[src/rtl/sha1_reqmaster.sv]
// SHA-1 register-bus initiator: writes a 512-bit block word by word,
// starts the core, then hands the digest to the user.
module sha1_reqmaster #(
  parameter int DataWidth = 64,
  parameter int AddrWidth = 32,
  parameter int DataBytes = DataWidth / 8,
  parameter bit ByteAlign = 1'b1,
  parameter logic [AddrWidth-1:0] BaseAddr = '0
) (
  input  logic                 clk_i,
  input  logic                 rst_ni,
  input  logic [511:0]         block_i,
  input  logic                 block_valid_i,
  output logic                 block_ready_o,
  output logic [DataWidth-1:0] sha_m_reqdata_o,
  output logic [AddrWidth-1:0] sha_m_reqaddr_o,
  output logic                 sha_m_reqvalid_o,
  output logic                 sha_m_reqwrite_o,
  output logic [DataBytes-1:0] sha_m_reqstrobe_o,
  input  logic                 sha_m_reqready_i,
  output logic                 sha_m_rspready_o,
  input  logic                 sha_m_rspvalid_i,
  input  logic [DataWidth-1:0] sha_m_rspdata_i,
  input  logic                 sha_m_rsperror_i,
  output logic                 sha_process_o,
  input  logic [159:0]         sha_digest_i,
  input  logic                 sha_digestvalid_i,
  output logic                 sha_digestack_o,
  output logic [159:0]         digest_o,
  output logic                 digest_valid_o,
  input  logic                 digest_ready_i,
  output logic                 error_o
);

  localparam int NumRegs  = 512 / DataWidth;
  localparam int CntW     = $clog2(NumRegs);
  localparam int AddrStep = ByteAlign ? DataWidth / 8 : DataWidth / 32;

  localparam logic [CntW-1:0]      LastCnt = CntW'(NumRegs - 1);
  localparam logic [AddrWidth-1:0] StepA   = AddrWidth'(AddrStep);

  localparam logic [2:0] IDLE    = 3'd0;
  localparam logic [2:0] WRITE   = 3'd1;
  localparam logic [2:0] PROCESS = 3'd2;
  localparam logic [2:0] WAIT    = 3'd3;
  localparam logic [2:0] DONE    = 3'd4;

  logic [2:0] state_q, state_d;
  logic [CntW-1:0] cnt_q, cnt_d;
  logic [NumRegs-1:0][DataWidth-1:0] block_q;
  logic [159:0] digest_q;

  logic in_idle, in_write, in_wait, in_done;
  logic take, bus_err, beat_ok;
  logic unused_rspdata;

  assign in_idle  = state_q == IDLE;
  assign in_write = state_q == WRITE;
  assign in_wait  = state_q == WAIT;
  assign in_done  = state_q == DONE;

  assign take    = in_idle & block_valid_i;
  assign bus_err = in_write & sha_m_rsperror_i;
  // A beat needs both the request accepted and its response in one cycle
  assign beat_ok = in_write & sha_m_reqready_i
                 & sha_m_rspvalid_i & ~sha_m_rsperror_i;

  assign unused_rspdata = ^sha_m_rspdata_i;

  always_comb begin
    state_d = state_q;
    cnt_d   = cnt_q;
    unique case (1'b1)
      (state_q == IDLE): begin
        if (block_valid_i) begin
          state_d = WRITE;
          cnt_d   = '0;
        end
      end
      (state_q == WRITE): begin
        if (bus_err) begin
          state_d = IDLE;
        end else if (beat_ok) begin
          if (cnt_q == LastCnt) state_d = PROCESS;
          else cnt_d = cnt_q + 1'b1;
        end
      end
      (state_q == PROCESS): state_d = WAIT;
      (state_q == WAIT): begin
        if (sha_digestvalid_i) state_d = DONE;
      end
      (state_q == DONE): begin
        if (digest_ready_i) state_d = IDLE;
      end
      default: state_d = IDLE;
    endcase
  end

  always_ff @(posedge clk_i or negedge rst_ni) begin
    if (!rst_ni) begin
      state_q  <= IDLE;
      cnt_q    <= '0;
      block_q  <= '0;
      digest_q <= '0;
    end else begin
      state_q <= state_d;
      cnt_q   <= cnt_d;
      if (take) block_q <= block_i;
      else if (bus_err) block_q <= '0;
      if (in_wait && sha_digestvalid_i) digest_q <= sha_digest_i;
    end
  end

  assign block_ready_o     = in_idle;
  assign sha_m_reqvalid_o  = in_write;
  assign sha_m_reqwrite_o  = in_write;
  assign sha_m_rspready_o  = in_write;
  assign sha_m_reqstrobe_o = {DataBytes{in_write}};
  assign sha_m_reqaddr_o   = in_write
                           ? BaseAddr + AddrWidth'(cnt_q) * StepA
                           : '0;
  assign sha_m_reqdata_o   = in_write ? block_q[cnt_q] : '0;
  assign sha_process_o     = state_q == PROCESS;
  assign sha_digestack_o   = in_done & digest_ready_i;
  assign digest_o          = digest_q;
  assign digest_valid_o    = in_done;
  assign error_o           = bus_err;

endmodule

[config.mk]
export PLATFORM = sky130hd
export DESIGN_NAME = sha1_reqmaster
export DESIGN_NICKNAME = d
export VERILOG_FILES = /design/src/rtl/sha1_reqmaster.sv
export SDC_FILE = /design/constraint.sdc
export NUM_CORES = 1
export LEC_CHECK = 0
export CORE_AREA = 2 2 397 399
export CTS_CLUSTER_DIAMETER = 150
export DETAILED_ROUTE_END_ITERATION = 6
export DIE_AREA = 0 0 399 401
export HOLD_SLACK_MARGIN = 0.05
export RECOVER_POWER = 25
export SETUP_SLACK_MARGIN = 0.2
export SLEW_MARGIN = 20
export SYNTH_ARGS = -nofsm -noshare
export SYNTH_HDL_FRONTEND = slang
export SYNTH_SLANG_ARGS = --single-unit
[constraint.sdc]
create_clock -name clk_i -period 2.25 [get_ports clk_i]
set_input_delay 0.45 -clock clk_i [delete_from_list [all_inputs] [get_ports clk_i]]
set_output_delay 0.45 -clock clk_i [all_outputs]
set_load 0.005 [all_outputs]
# Word-level counts from Yosys, hierarchy flattened
# Index checks and enable logic that the tools add are counted.
# word_totals
latch_bits	0
in_bits	744
ff_bits	678
n_memories	0
wordCells	57
rom_bits	0
ram_bits	0
out_inout_bits	272
# op_classes
bitwise	7
addsub	1
eq_ne	13
muxes	18
mul	0
n_div	0
magnitude_cmp	1
n_reduce_logical	6
shift	0
# ops
cell	n
2-to-1 mux 512 bit	2
binary-select mux 64 bit (select 3 bit)	1
2-to-1 mux 64 bit	2
2-to-1 mux 3 bit	10
one-hot mux 3 bit (5 select lines)	1
inequality test 2 bit (second input constant)	5
AND reduction 5 bit	2
bitwise AND 1 bit	6
== test 3 x 2 -> 1 bit (second input constant)	2
== test 3 bit (second input constant)	2
2-to-1 mux 6 bit	1
inequality test 3 x 2 -> 1 bit (second input constant)	2
one-hot mux 3 bit (2 select lines)	1
< comparator 3 x 4 -> 1 bit (second input constant)	1
nonzero test 2 bit	2
adder 3 x 1 -> 3 bit (second input constant)	1
== test 3 x 1 -> 1 bit (second input constant)	1
logical NOT 3 bit	1
inequality test 2 x 1 -> 1 bit (second input constant)	1
logical AND 1 bit	1
inverter 1 bit	1

# Logic depth before layout (Yosys ltp)
# Gate-level depths: netlist of the first run.
# logic_depth
ltp_word	7
depth_mapped	6
ltp_nobuf	5

# Worst setup path after synthesis of the first run
# No wires, ideal clock.
# synth_timing
kind	reg-to-output
startpoint	reg state_q[0]
endpoint	out sha_m_reqdata_o[10]
t_arrival_ns	1.687
t_required_ns	1.800
stages_incl_launch_ff	7
path_slack_ns	0.113
path_buffers	3
path_cell_list	dfrtp_1 -> buf_2 -> nor3b_2 -> and2_1 -> buf_4 -> buf_2 -> a22o_1
# synth_between
elab_chain_cells	2
# synth_lines
item	line	rtl
from (decl)	48	logic [2:0] state_q, state_d;
from (signal assigned)	106	state_q <= state_d;
== test 3 x 1 -> 1 bit	58	assign in_write = state_q == WRITE;
via sha_m_reqvalid_o	17	output logic sha_m_reqvalid_o,
2-to-1 mux 64 bit	122	assign sha_m_reqdata_o = in_write ? block_q[cnt_q] : '0;
to (decl)	15	output logic [DataWidth-1:0] sha_m_reqdata_o,
# The timed path passes the listed nets, and every way through them passes these cells.

# Worst setup path after layout of the first run
# layout_timing
startpoint	reg cnt_q[0]
endpoint	out sha_m_reqdata_o[45]
# layout_between
elab_chain_cells	3
# layout_lines
item	line	rtl
from (decl)	49	logic [CntW-1:0] cnt_q, cnt_d;
from (signal assigned)	107	cnt_q <= cnt_d;
binary-select mux 64 bit (select 3 bit)	122	
2-to-1 mux 64 bit (not written as such)	122	
2-to-1 mux 64 bit	122	
# Every way passes these cells. The select of a mux whose other input is x is not followed.

==> results.md, run 1 <==
- Pre-CTS WS: -433 ps
- Critical Path Source Type: flip-flop
- Final ANT Viol Nets: 0
- Port buffer count: 922
- Core area: 156000 um2
- Ports: 1016
- Via-per-instance ratio: 4.34
- DRC viols: 0
- Run status: complete, but fails checks
- Commonest non-fill, non-tap cell in the layout: clkdlybuf4s50_1
- Worst R2R Path Depth: 12
- Max-slew headroom: 3.81%
- Crit. End Element: output pin
- Cell area power density: 841 nW/um2
- Layout Nets: 3689
- Die height: 401 um
- TNS Setup: -249670 ps
- Simple-Gate Fraction of Synth Area: 0.596%
- R2r setup slk: -460 ps
- Worst hold path depth: 2
- Post-synthesis register bit count: 678
- Num rows: 145
- Hold Crit Endpoint: block_q[510]$_DFFE_PN0P_
- Mapped Area: 28700 um2
- Leak: 0.0209 uW
- Die X: 399 um
- Share of cells above drive strength 1: 28.2%
- Most frequent cells in the layout: 794 x clkdlybuf4s50_1, 666 x dfrtp_1, 574 x a22o_1
- Final hold viol count: 0
- Synth Instances: 1802
- DR pass1 iterations: 5
- Post-synthesis mux area share: 17.5%
- Avg Cell Area, Syn: 15.9 um2
- Critical R2R Capture: block_q[114]$_DFFE_PN0P_
- Die area: 160000 um2
- Vias in the first global route: 22200
- Max Fclk: 315 MHz
- Final wirelength: 128 mm
- Worst skew pair latency: 660 ps
- WL/cell: 25.3 um
- Hold WC Path Type: input port to flip-flop
- CTS Sinks: 678
- Crit-path max FO: 11
- Syn. warnings: 0
- Main combinational cell family by area after synthesis: compound AO/OA/AOI/OAI gates
- RSZ-0062 raised after global routing: yes
- Fin Clk Skew: 27.2 ps
- Synthesis-to-layout area growth: 60.8%
- Total GRT Usage: 14.8%
- Hold_sp: block_i[510]
- Final setup violation count: 816
- Largest net degree at the start of global routing: 91
- Post-synthesis sequential area ratio: 59.0%
- Initial antenna violation count: 30
- Final min period: 3180 ps
- Req. time, crit path: 1800 ps
- CTS root buf: clkbuf_16
- Reg2Reg Launch Point: state_q[2]$_DFFE_PN0P_
- Final period util: 141%
- CTS Buf Count: 81
- Complex-gate fraction of the synthesized area: 17.8%
- Via count: 22000
- GRT overflow: 0
- Worst-margin pin slew: 1440 ps
- CTS tree: done
- RD Place Congestion: 0.910
- DRT iter0 DRCs: 1518
- XOR/XNOR Fraction of Synth Area: 0%
- Clk pin slew, worst setup/hold paths: 70 ps
- Post-DP HPWL: 91.7 mm
- H-tree depth: 3
- Final Max Tran Viols: 0
- CTS max path bufs: 3
- Netlist cell types: 31
- Tot Pwr: 38800 uW
- Max-cap violations: 0
- Worst setup margin: -928 ps
- Peak VDD IR: 0.000500 V
- Post-synthesis adder-cell area fraction: 0.0871%
- CP Data Arrival Time: 2730 ps
- First-pass GRT wire length: 172 mm
- Util after Layout: 29.7%
- Failing checks: setup timing
- Crit Path Category: flip-flop to output pin
- Starting density of the core: 18.5%
[logic make-up after synthesis]
kind of cell               after synthesis
muxes                                  290
DFF                                    678
buffers and inverters                  220
other                                    1
AOI/OAI and AO/OA                      584
and+or+nand+nor                         27
adders and majority gates                2
[state kept, by name, indices dropped and copies added (netlist names)]
signal and cells:
state_q 3, cnt_q 3, block_q 512, digest_o 160
[cell usage after synthesis, drive strengths merged]
cell type	n	share of area [%]
dfrtp	678	59
a22o	577	18
buf	210	4.8
mux2	162	7.5
mux4	128	10
clkbuf	8	0.10
and2	4	0.087
and3	4	0.087
nand2	4	0.061
nor2	4	0.052
nor3	4	0.070
a221o	2	0.070
ha	2	0.087
inv	2	0.026
nor3b	2	0.070
o21ai	2	0.035
a311oi	1	0.030
a31oi	1	0.022
and4bb	1	0.044
conb	1	0.013
nand2b	1	0.022
nand4b	1	0.030
nor2b	1	0.022
nor4b	1	0.052
o311a	1	0.035
[stage by stage]
step / std cells / hold slack, ps / area, um2
after floorplan: 1830 / 154 / 28800
after global placement: 4769 / 414 / 41200
after detailed placement: 4769 / 410 / 41200
after CTS: 4991 / 261 / 45000
after global routing: 5066 / 321 / 46200
final: 5073 / 388 / 46200
[critical path: stages (launching register included)]
cell and delay (ps):
dfrtp_4 450, buf_12 170, buf_6 170, mux4_2 500, a22o_1 260, clkdlybuf4s50_1 470
[metal layers]
metal / GRT usage, % / wire length (um) / vias up
li1: - / - / 9387
met4: 3.34 / 2290 / 18
met3: 4.80 / 11000 / 147
met5: 0 / 105 / -
met2: 22.5 / 58700 / 920
met1: 20.4 / 56100 / 11600
[how the worst max path moves through the flow]
stage                          endpoint  cells after the start  slack (ps)                    from
global placement    sha_m_reqdata_o[59]                      6        -430  state_q[2]$_DFFE_PN0P_
global route        sha_m_reqdata_o[45]                      5       -1060    cnt_q[0]$_DFFE_PN0P_
finish              sha_m_reqdata_o[45]                      5        -930    cnt_q[0]$_DFFE_PN0P_
detailed placement  sha_m_reqdata_o[59]                      6        -430  state_q[2]$_DFFE_PN0P_
CTS                 sha_m_reqdata_o[48]                      5       -1090    cnt_q[0]$_DFFE_PN0P_
floorplan           sha_m_reqdata_o[10]                      6         260  state_q[0]$_DFFE_PN0P_
[layout make-up]
cell class,count,area (um2)
fill,15600,109000
sequential,678,17000
timing repair buffer,1248,13300
multi-input combinational,932,10600
tap,2058,2570
clock buffer,117,2400
clock inverter,26,324
antenna,12,30.0
inverter,2,7.51
[power breakdown]
part	internal, uW	switching [uW]
registers	13800	1170
clock network	8010	5560
logic	6250	4070
[repair_timing]
item / CTS / global route
setup endpoints to repair: 311 / 847
resized for setup: 467 / 74
gates cloned: 8 / 26
setup buffers: 70 / 44
hold buffers: 1 / 0
hold endpoints to repair: 13 / 0
pin swaps: 54 / 56
Note: power is estimated with default switching activity, not from simulation.
==> run 2, diff against run 1 <==
--- a/config.mk
+++ b/config.mk
@@ -7,6 +7,7 @@
 export LEC_CHECK = 0
 export CORE_AREA = 2 2 397 399
 export CTS_CLUSTER_DIAMETER = 150
+export CTS_CLUSTER_SIZE = 30
 export DETAILED_ROUTE_END_ITERATION = 6
 export DIE_AREA = 0 0 399 401
 export HOLD_SLACK_MARGIN = 0.05
==> run 2 against run 1 <==
  * The run still ends with setup timing left
  * Combinational power shrank 4%
  * Wire length down 4.7%
  * Power down 19%
  * Critical path type unchanged
  * Critical endpoint is now sha_m_reqdata_o[49]
==> results.md, run 2 (synthesis gave the netlist of run 1 again) <==
- Run status: complete, but fails checks
- Failing checks: setup timing
- Worst-margin pin slew: 1480 ps
- Fin Clk Skew: 28.8 ps
- Final setup violation count: 120
- Peak VDD IR: 0.000640 V
- CTS max path bufs: 3
- Commonest non-fill, non-tap cell in the layout: clkdlybuf4s50_1
- WL met3: 10.1 mm
- Crit-path max FO: 11
- Total GRT Usage: 14.3%
- Final wirelength: 122 mm
- Initial antenna violation count: 32
- Synthesis-to-layout area growth: 51.8%
- Port buffer count: 922
- CTS tree: done
- Post-DP HPWL: 91.7 mm
- Final ANT Viol Nets: 0
- Crit Path Category: flip-flop to output pin
- Share of cells above drive strength 1: 25.4%
- Die area: 160000 um2
- CTS Sinks: 678
- CTS Buf Count: 29
- Final min period: 3190 ps
- Top Metal Used: met5
- GRT overflow: 0
- Crit. End Element: output pin
- Die height: 401 um
- Final hold viol count: 0
- M1 WL: 53.9 mm
- Via count: 21300
- Vias in the first global route: 21600
- Hold WC Path Type: input port to flip-flop
- Largest register FFs: 512
- RSZ-0062 raised after global routing: yes
- Ports: 1016
- Tot Pwr: 31500 uW
- Final Max Tran Viols: 0
- Req. time, crit path: 1800 ps
- Die X: 399 um
- Core area: 156000 um2
- CP Data Arrival Time: 2740 ps
- Max-slew headroom: 1.29%
- Most frequent cells in the layout: 697 x clkdlybuf4s50_1, 666 x dfrtp_1, 575 x a22o_1
- Pre-CTS WS: -433 ps
- Largest net degree at the start of global routing: 91
- Met2 WL: 55.7 mm
- Num rows: 145
- WL/cell: 24.7 um
- RD Place Congestion: 0.910
- Via-per-instance ratio: 4.30
- Final period util: 142%
- Layout Nets: 3612
- DRC viols: 0
- CTS root buf: clkbuf_16
- Cell area power density: 723 nW/um2
- DR pass1 iterations: 5
- Top reg by flops: block_q
- Clk pin slew, worst setup/hold paths: 120 ps
- Starting density of the core: 18.5%
- Max Fclk: 314 MHz
- Critical Path Source Type: flip-flop
- TNS Setup: -55540 ps
- Max-cap violations: 0
- Worst R2R Path Depth: 10
- Worst setup margin: -936 ps
- H-tree depth: 1
- First-pass GRT wire length: 166 mm
- DRT iter0 DRCs: 1596
- Worst hold path depth: 2
- Leak: 0.0203 uW
- Filler Cell Count: 15800
- Worst skew pair latency: 690 ps
-- run 2: report_power, final --
part / total [uW] / internal, uW / leakage (uW) / switching (uW)
registers: 14900 / 13800 / 0.00901 / 1160
clock network: 6750 / 2450 / 0.000418 / 4300
logic: 9860 / 5950 / 0.0109 / 3910
-- run 2: layout make-up --
type / count / area [um2] / area share [%]
inverters: 2 / 7.51 / 0.0172
clock buffers: 30 / 729 / 1.67
repair buffers: 1223 / 12500 / 28.7
diodes: 21 / 52.6 / 0.120
multi-input cells: 932 / 10600 / 24.3
flip-flops and latches: 678 / 17000 / 38.9
well taps: 2058 / 2570 / 5.90
clock inverters: 8 / 135 / 0.310
-- run 2: worst paths after layout --
| kind | start | end | slack [ps] |
|---|---|---|---|
| worst max-delay path | cnt_q[0]$_DFFE_PN0P_ | sha_m_reqdata_o[49] | -940 |
| worst min-delay path | block_i[294] | block_q[294]$_DFFE_PN0P_ | 360 |
| worst max register to register | cnt_q[0]$_DFFE_PN0P_ | cnt_q[0]$_DFFE_PN0P_ | -170 |
| worst min register to register | block_q[178]$_DFFE_PN0P_ | block_q[178]$_DFFE_PN0P_ | 500 |
| max in group asynchronous | rst_ni | digest_o[52]$_DFFE_PN0P_ | -40 |
| min in group asynchronous | rst_ni | digest_o[128]$_DFFE_PN0P_ | 630 |
-- run 2: worst max-delay path: stages (launching register included) --
cell and delay (ps):
dfrtp_4 470, buf_12 170, buf_8 160, mux4_2 500, a22o_1 280, clkdlybuf4s50_1 450
-- run 2: metrics by stage --
step | std cells | util (%) | hold slack, ps | cell area, um2
final | 4952 | 28.0 | 355 | 43600
after global placement | 4769 | 26.5 | 414 | 41200
after floorplan | 1830 | - | 154 | 28800
after CTS | 4878 | 27.5 | 236 | 42800
after detailed placement | 4769 | 26.5 | 410 | 41200
after global routing | 4944 | 28.0 | 310 | 43600
-- run 2: timing repair --
action,4_1_cts,5_1_grt
gates resized for setup,544,85
buffers inserted,68,41
cloned,2,12
setup endpoints to repair,281,216
hold buffers,1,0
pin swaps,33,51
hold endpoints to repair,13,0
-- run 2: per-layer routing --
metal	global-route usage, %	vias up
met1	19.9	11200
met2	21.7	812
met3	4.21	103
li1	-	9168
met5	0	-
met4	3.25	18
